$ cat config.mk
export PLATFORM = sky130hd
export DESIGN_NAME = ring_phase_monitor_flat
export DESIGN_NICKNAME = d
export VERILOG_FILES = /design/src/rtl/ring_phase_monitor_if.sv /design/src/rtl/ring_phase_monitor.sv /design/src/flat_wrapper.sv
export SDC_FILE = /design/constraint.sdc
export NUM_CORES = 1
export LEC_CHECK = 0
export CELL_PAD_IN_SITES_DETAIL_PLACEMENT = 0
export CELL_PAD_IN_SITES_GLOBAL_PLACEMENT = 1
export CORE_MARGIN = 5
export CORE_UTILIZATION = 34
export DETAILED_ROUTE_END_ITERATION = 10
export PLACE_DENSITY = 0.74
export SETUP_SLACK_MARGIN = 0.02
export SLEW_MARGIN = 20
export SYNTH_ARGS = -nofsm -noshare
export SYNTH_HDL_FRONTEND = slang
export SYNTH_SLANG_ARGS = --single-unit
$ cat constraint.sdc
create_clock -name clk -period 2.8 [get_ports clk]
set_input_delay 0.7 -clock clk [delete_from_list [all_inputs] [get_ports clk]]
set_output_delay 0.7 -clock clk [all_outputs]
set_load 0.005 [all_outputs]
$ cat src/rtl/ring_phase_monitor_if.sv
// Bundle of the ring sample, control and status signals between the ring
// counter side (master) and ring_phase_monitor (slave).
// fsm_state is a debug view of the monitor's lock FSM.
interface ring_phase_monitor_if #(
    parameter int WIDTH = 4,
    parameter int CNT_W = 8,
    parameter int ERR_W = 4
);
    localparam int PHASE_W = $clog2(WIDTH);

    logic [WIDTH-1:0]   ring_in;
    logic               clear;
    logic [PHASE_W-1:0] phase;
    logic               phase_valid;
    logic               locked;
    logic               fault;
    logic               resync_req;
    logic [CNT_W-1:0]   rot_count;
    logic [ERR_W-1:0]   err_count;
    logic [1:0]         fsm_state;

    modport master (
        output ring_in, clear,
        input  phase, phase_valid, locked, fault, resync_req,
        input  rot_count, err_count, fsm_state
    );

    modport slave (
        input  ring_in, clear,
        output phase, phase_valid, locked, fault, resync_req,
        output rot_count, err_count, fsm_state
    );
endinterface

$ cat src/rtl/ring_phase_monitor.sv
// ring_phase_monitor: checks a one-hot ring counter's output, reports the
// hot-bit index, locks after LOCK_CNT consecutive correct steps, counts
// rotations and step errors, and pulses resync_req after a loss of lock.
// Optional feature macro: RING_PHASE_MONITOR_ERRCNT_EN compiles in the
// saturating err_count register; without it err_count reads 0.
module ring_phase_monitor #(
    parameter int WIDTH    = 4,
    parameter int LOCK_CNT = 2,
    parameter int CNT_W    = 8,
    parameter int ERR_W    = 4
) (
    input  logic              clk,
    input  logic              reset,
    ring_phase_monitor_if.slave bus
);
    localparam int PHASE_W = $clog2(WIDTH);
    localparam int LC_W    = $clog2(LOCK_CNT + 1);

    typedef enum logic [1:0] {
        UNLOCKED = 2'd0,
        LOCKING  = 2'd1,
        LOCKED   = 2'd2,
        FAULT    = 2'd3
    } state_t;

    state_t             state, state_next;
    logic [LC_W-1:0]    lock_cnt, lock_cnt_next;
    logic [WIDTH-1:0]   s1, s2;
    logic [PHASE_W-1:0] phase_q;
    logic               phase_valid_q;
    logic               fault_q;
    logic [CNT_W-1:0]   rot_q;
    logic               s1_onehot;
    logic               step_ok;
    logic               rot_inc;
    logic               err_hit;

    function automatic logic is_onehot(input logic [WIDTH-1:0] x);
        int n;
        n = 0;
        for (int i = 0; i < WIDTH; i++) begin
            if (x[i]) n = n + 1;
        end
        return (n == 1);
    endfunction

    function automatic logic [PHASE_W-1:0] hot_index(input logic [WIDTH-1:0] x);
        logic [PHASE_W-1:0] idx;
        idx = '0;
        for (int i = 0; i < WIDTH; i++) begin
            if (x[i]) idx = PHASE_W'(i);
        end
        return idx;
    endfunction

    // The ring shifts right: next value moves the hot bit down one place.
    assign s1_onehot = is_onehot(s1);
    assign step_ok   = s1_onehot && (s1 == {s2[0], s2[WIDTH-1:1]});

    // Two-stage sample pipeline plus registered phase report.
    always_ff @(posedge clk or posedge reset) begin
        if (reset) begin
            s1            <= '0;
            s2            <= '0;
            phase_q       <= '0;
            phase_valid_q <= 1'b0;
        end else begin
            s1            <= bus.ring_in;
            s2            <= s1;
            phase_q       <= s1_onehot ? hot_index(s1) : '0;
            phase_valid_q <= s1_onehot;
        end
    end

    // Lock FSM state register.
    always_ff @(posedge clk or posedge reset) begin
        if (reset) begin
            state    <= UNLOCKED;
            lock_cnt <= '0;
        end else begin
            state    <= state_next;
            lock_cnt <= lock_cnt_next;
        end
    end

    // Lock FSM next state; clear overrides every transition and event.
    always_comb begin
        state_next    = state;
        lock_cnt_next = lock_cnt;
        rot_inc       = 1'b0;
        err_hit       = 1'b0;
        if (bus.clear) begin
            state_next    = UNLOCKED;
            lock_cnt_next = '0;
        end else begin
            case (state)
                UNLOCKED: begin
                    if (s1_onehot) begin
                        state_next    = LOCKING;
                        lock_cnt_next = '0;
                    end
                end
                LOCKING: begin
                    if (step_ok) begin
                        lock_cnt_next = lock_cnt + LC_W'(1);
                        if (lock_cnt_next == LC_W'(LOCK_CNT)) state_next = LOCKED;
                    end else begin
                        state_next = UNLOCKED;
                    end
                end
                LOCKED: begin
                    if (step_ok) begin
                        rot_inc = s1[0];
                    end else begin
                        state_next = FAULT;
                        err_hit    = 1'b1;
                    end
                end
                FAULT: begin
                    state_next = UNLOCKED;
                end
                default: begin
                    state_next = UNLOCKED;
                end
            endcase
        end
    end

    // Sticky fault flag and wrapping rotation counter.
    always_ff @(posedge clk or posedge reset) begin
        if (reset) begin
            fault_q <= 1'b0;
            rot_q   <= '0;
        end else if (bus.clear) begin
            fault_q <= 1'b0;
            rot_q   <= '0;
        end else begin
            if (err_hit) fault_q <= 1'b1;
            if (rot_inc) rot_q <= rot_q + CNT_W'(1);
        end
    end

`ifdef RING_PHASE_MONITOR_ERRCNT_EN
    logic [ERR_W-1:0] err_q;

    // Saturating step-error counter.
    always_ff @(posedge clk or posedge reset) begin
        if (reset) begin
            err_q <= '0;
        end else if (bus.clear) begin
            err_q <= '0;
        end else if (err_hit && (err_q != {ERR_W{1'b1}})) begin
            err_q <= err_q + ERR_W'(1);
        end
    end

    assign bus.err_count = err_q;
`else
    assign bus.err_count = '0;
`endif

    assign bus.phase       = phase_q;
    assign bus.phase_valid = phase_valid_q;
    assign bus.locked      = (state == LOCKED);
    assign bus.resync_req  = (state == FAULT);
    assign bus.fault       = fault_q;
    assign bus.rot_count   = rot_q;
    assign bus.fsm_state   = state;
endmodule

$ cat src/flat_wrapper.sv
// flat-port wrapper written by rule: the top's interface ports become plain ports
module ring_phase_monitor_flat 
#(
    parameter int WIDTH    = 4,
    parameter int LOCK_CNT = 2,
    parameter int CNT_W    = 8,
    parameter int ERR_W    = 4
)
  (clk, reset, bus_ring_in, bus_clear, bus_phase, bus_phase_valid, bus_locked, bus_fault, bus_resync_req, bus_rot_count, bus_err_count, bus_fsm_state);
  ring_phase_monitor_if #(.WIDTH(WIDTH), .CNT_W(CNT_W), .ERR_W(ERR_W)) bus_i ();
  input  logic clk;
  input  logic reset;
  input wire logic [$bits(bus_i.ring_in)-1:0] bus_ring_in;
  input wire logic [$bits(bus_i.clear)-1:0] bus_clear;
  output wire logic [$bits(bus_i.phase)-1:0] bus_phase;
  output wire logic [$bits(bus_i.phase_valid)-1:0] bus_phase_valid;
  output wire logic [$bits(bus_i.locked)-1:0] bus_locked;
  output wire logic [$bits(bus_i.fault)-1:0] bus_fault;
  output wire logic [$bits(bus_i.resync_req)-1:0] bus_resync_req;
  output wire logic [$bits(bus_i.rot_count)-1:0] bus_rot_count;
  output wire logic [$bits(bus_i.err_count)-1:0] bus_err_count;
  output wire logic [$bits(bus_i.fsm_state)-1:0] bus_fsm_state;
  assign bus_i.ring_in = bus_ring_in;
  assign bus_i.clear = bus_clear;
  assign bus_phase = bus_i.phase;
  assign bus_phase_valid = bus_i.phase_valid;
  assign bus_locked = bus_i.locked;
  assign bus_fault = bus_i.fault;
  assign bus_resync_req = bus_i.resync_req;
  assign bus_rot_count = bus_i.rot_count;
  assign bus_err_count = bus_i.err_count;
  assign bus_fsm_state = bus_i.fsm_state;
  ring_phase_monitor #(.WIDTH(WIDTH), .LOCK_CNT(LOCK_CNT), .CNT_W(CNT_W), .ERR_W(ERR_W)) u_core (.clk(clk), .reset(reset), .bus(bus_i));
endmodule
==> results.yml <==
setup_path:
  crit_top_cell: "ha_1"
  setup.worst_path.class: "flip-flop to flip-flop"
  slowest_delay_ps: 400
  start_kind: "flip-flop"
  worst_ep_required_time_ps: 3010
  crit_chain: "inv_1 -> ha_1 -> xor2_1 -> ha_1 -> nand2b_1 -> o211a_2 -> nor4_4 -> nand4_2 -> mux2_4"
  cp_max_fo: 4
  arrival_ps: 2740
  slowest_stage: "dfrtp_1"
  end_kind: "flip-flop"
timing:
  setup_slack_ps: 262
  fin_tns_setup_ps: 0
  rsz0062_at_grt: "false"
  finalCritPeriodShare: 0.906
  min_period_ps: 2540
  max_freq_mhz: 394
  hold_violations: 0
  setup_viol: 0
  finClkSkew_ps: 9.81
  maxSlewViolCount: 0
floorplanning:
  io_pins: 27
  start_util: 0.359
  die-area_um2: 4910
  die_width_um: 70.1
  core_um2: 3420
  rows: 21
  die_h_um: 70.1
power_and_ir_drop:
  pwr-share-comb: 0.132
  switchingPower_mw: 0.151
  vdd.ir_drop.worst_mv: 0.268
  p_int_mw: 0.480
  power.share.clock: 0.284
  p_per_area_nw_per_um2: 406
  finalPower_mw: 0.632
  swShare: 0.240
  p_leak_nw: 0.689
  seq_power_share: 0.584
place:
  placed_cells: 189
  io_buffers: 22
  finalWeightedCongestion: 0.760
  dp_slack_ps: 206
  dpl.hpwl_um: 1760
cells_and_area:
  drive_gt1_frac: 0.115
  fin_util: 0.455
  fill_cells: 339
  finalNetCount: 161
  fin_cells: 194
  antenna_cells: 0
  areaGrowthSynthToFinish_pct: 26.8
routing:
  drt_iter0_drc: 28
  drt_wl_total_um: 2340
  drcViolationCount: 0
  via_per_inst: 4.77
  wl_per_cell_um: 12.1
  vias: 925
  dr.pass1.iters: 6
  postRouteAntennaNets: 0
yosys:
  synthTopCellsByArea: "dfrtp_1, ha_1, xnor2_1, nor2_1, inv_1"
  synthArstFlopShare: 1.00
  postSynthCellCount: 119
  synth_top_cell_by_area: "dfrtp_1"
  seq_area_frac_synth: 0.490
  synth_top_area_share: 0.490
  netlist_area_um2: 1230
  synth_commonest_cells: "dfrtp_1, nor2_1, inv_1"
  ys_ff_latch: 24
  ys_types: 36
  dominantRegCellSynth: "dfrtp_1"
  syn_avg_cell_area_um2: 10.3
  synth_warnings: 0
  synthMostInstantiatedCell: "dfrtp_1"
  synth-edff-count: 0
grt:
  track_usage: 0.101
  grt_max_degree: 25
  grt_pass1_vias: 862
  antenna_found_initial: 0
  grt_overflow_total: 0
  grt_pass1_wl_um: 3950
clock_tree:
  path_clk_slew_ps: 130
  cts_buffer_depth: 2
  cts_htree_levels: 1
  cts.sink_count: 24
  worst_skew_pair.late_latency_ps: 310
  cts_made_buffers: 3
  tritoncts: "done"
  cts.root.buffer_cell: "clkbuf_4"
run:
  cap_violations: 0
worst_hold_path:
  hold_class: "flip-flop to flip-flop"
status:
  status: "finished clean"
[registers in the layout (all words and copies together), names as in the netlist]
| signal | flops |
|---|---|
| u_core.bus.fault | 1 |
| u_core.s1 | 4 |
| u_core.bus.fsm_state | 2 |
| u_core.lock_cnt | 2 |
| u_core.bus.phase_valid | 1 |
| u_core.bus.phase | 2 |
| u_core.bus.rot_count | 8 |
| u_core.s2 | 4 |
[path summary, 6_finish.rpt]
| kind | endpoint | slack, ps | startpoint | depth (start not counted) |
|---|---|---|---|---|
| setup / recovery | u_core.bus.rot_count[6]$_DFFE_PP0P_ | 260 | u_core.s1[1]$_DFF_PP0_ | 9 |
| hold / removal | u_core.bus.fault$_DFFE_PP0P_ | 530 | u_core.bus.fault$_DFFE_PP0P_ | 2 |
| setup reg to reg | u_core.bus.rot_count[6]$_DFFE_PP0P_ | 260 | u_core.s1[1]$_DFF_PP0_ | 9 |
| hold reg to reg | u_core.bus.fault$_DFFE_PP0P_ | 530 | u_core.bus.fault$_DFFE_PP0P_ | 2 |
| max in group asynchronous | u_core.bus.phase[0]$_DFF_PP0_ | 1860 | reset | 3 |
| min in group asynchronous | u_core.s1[1]$_DFF_PP0_ | 700 | reset | 3 |
[per-layer routing]
metal | vias up | share of wire | GRT usage
met5 | - | 0 | 0
met4 | 0 | 0.013 | 0.0383
met3 | 4 | 0.054 | 0.0301
met2 | 23 | 0.49 | 0.174
met1 | 444 | 0.44 | 0.117
li1 | 454 | - | -
[kinds of logic after synthesis]
kind of cell / synth area share
XOR/XNOR: 0.0571
other: 0.00306
AO/OA/AOI/OAI: 0.104
flip-flops: 0.490
adder cells (fa/ha/maj): 0.0510
AND/OR/NAND/NOR: 0.201
multiplexers: 0.0204
buffers and inverters: 0.0735
[layout by cell type (no fill, tap or decap), types with 2 or more instances in the layout]
| cell | instances |
|---|---|
| nand2_1 | 3 |
| nor2_1 | 12 |
| xor2_1 | 2 |
| a21o_1 | 4 |
| inv_1 | 11 |
| a21oi_1 | 8 |
| clkbuf_4 | 3 |
| xnor2_1 | 6 |
| o21ai_0 | 3 |
| dfrtp_1 | 24 |
| conb_1 | 4 |
| and2_1 | 2 |
| buf_4 | 7 |
| ha_1 | 5 |
| and3_1 | 3 |
| nand3_1 | 6 |
| nor2b_1 | 2 |
| clkdlybuf4s50_1 | 22 |
| nand4_1 | 3 |
[area by class of cell]
type	count	area, um^2	share of cell area
inverter	11	41.3	0.0265
multi-input combinational	80	547	0.352
clock buffer	4	36.3	0.0233
sequential	24	601	0.386
tap	46	57.6	0.0370
timing repair buffer	29	273	0.175
[critical path: cells and delay by family (launching register included)]
kind,cells,cell delay (ps)
and+or+nand+nor,3,590
AOI/OAI and AO/OA,1,300
DFF,1,400
muxes,1,310
adders and majority gates,2,610
buffers and inverters,1,50
xor gates and xnor gates,1,170
[through the flow]
stage / area [um^2] / hold slack [ps]
CTS: 1550 / 492
detailed placement: 1510 / 461
global route: 1560 / 571
floorplan: 1240 / 374
finish: 1560 / 534
global placement: 1510 / 444
[power groups by stage]
stage | Sequential, mW | Clock (mW) | Combinational (mW)
floorplan | 0.373 | 0 | 0.0552
global placement | 0.376 | 0 | 0.0812
detailed placement | 0.376 | 0 | 0.0833
CTS | 0.370 | 0.191 | 0.0835
global route | 0.371 | 0.206 | 0.0941
finish | 0.369 | 0.179 | 0.0833
[what timing repair did]
item / in CTS / in global routing
endpoints found under the hold margin: 0 / 0
hold buffers: 0 / 0
resized for setup: 0 / 0
endpoints found under the setup margin: 0 / 1
setup buffers: 0 / 1
Power figures use the tool's default switching activity.
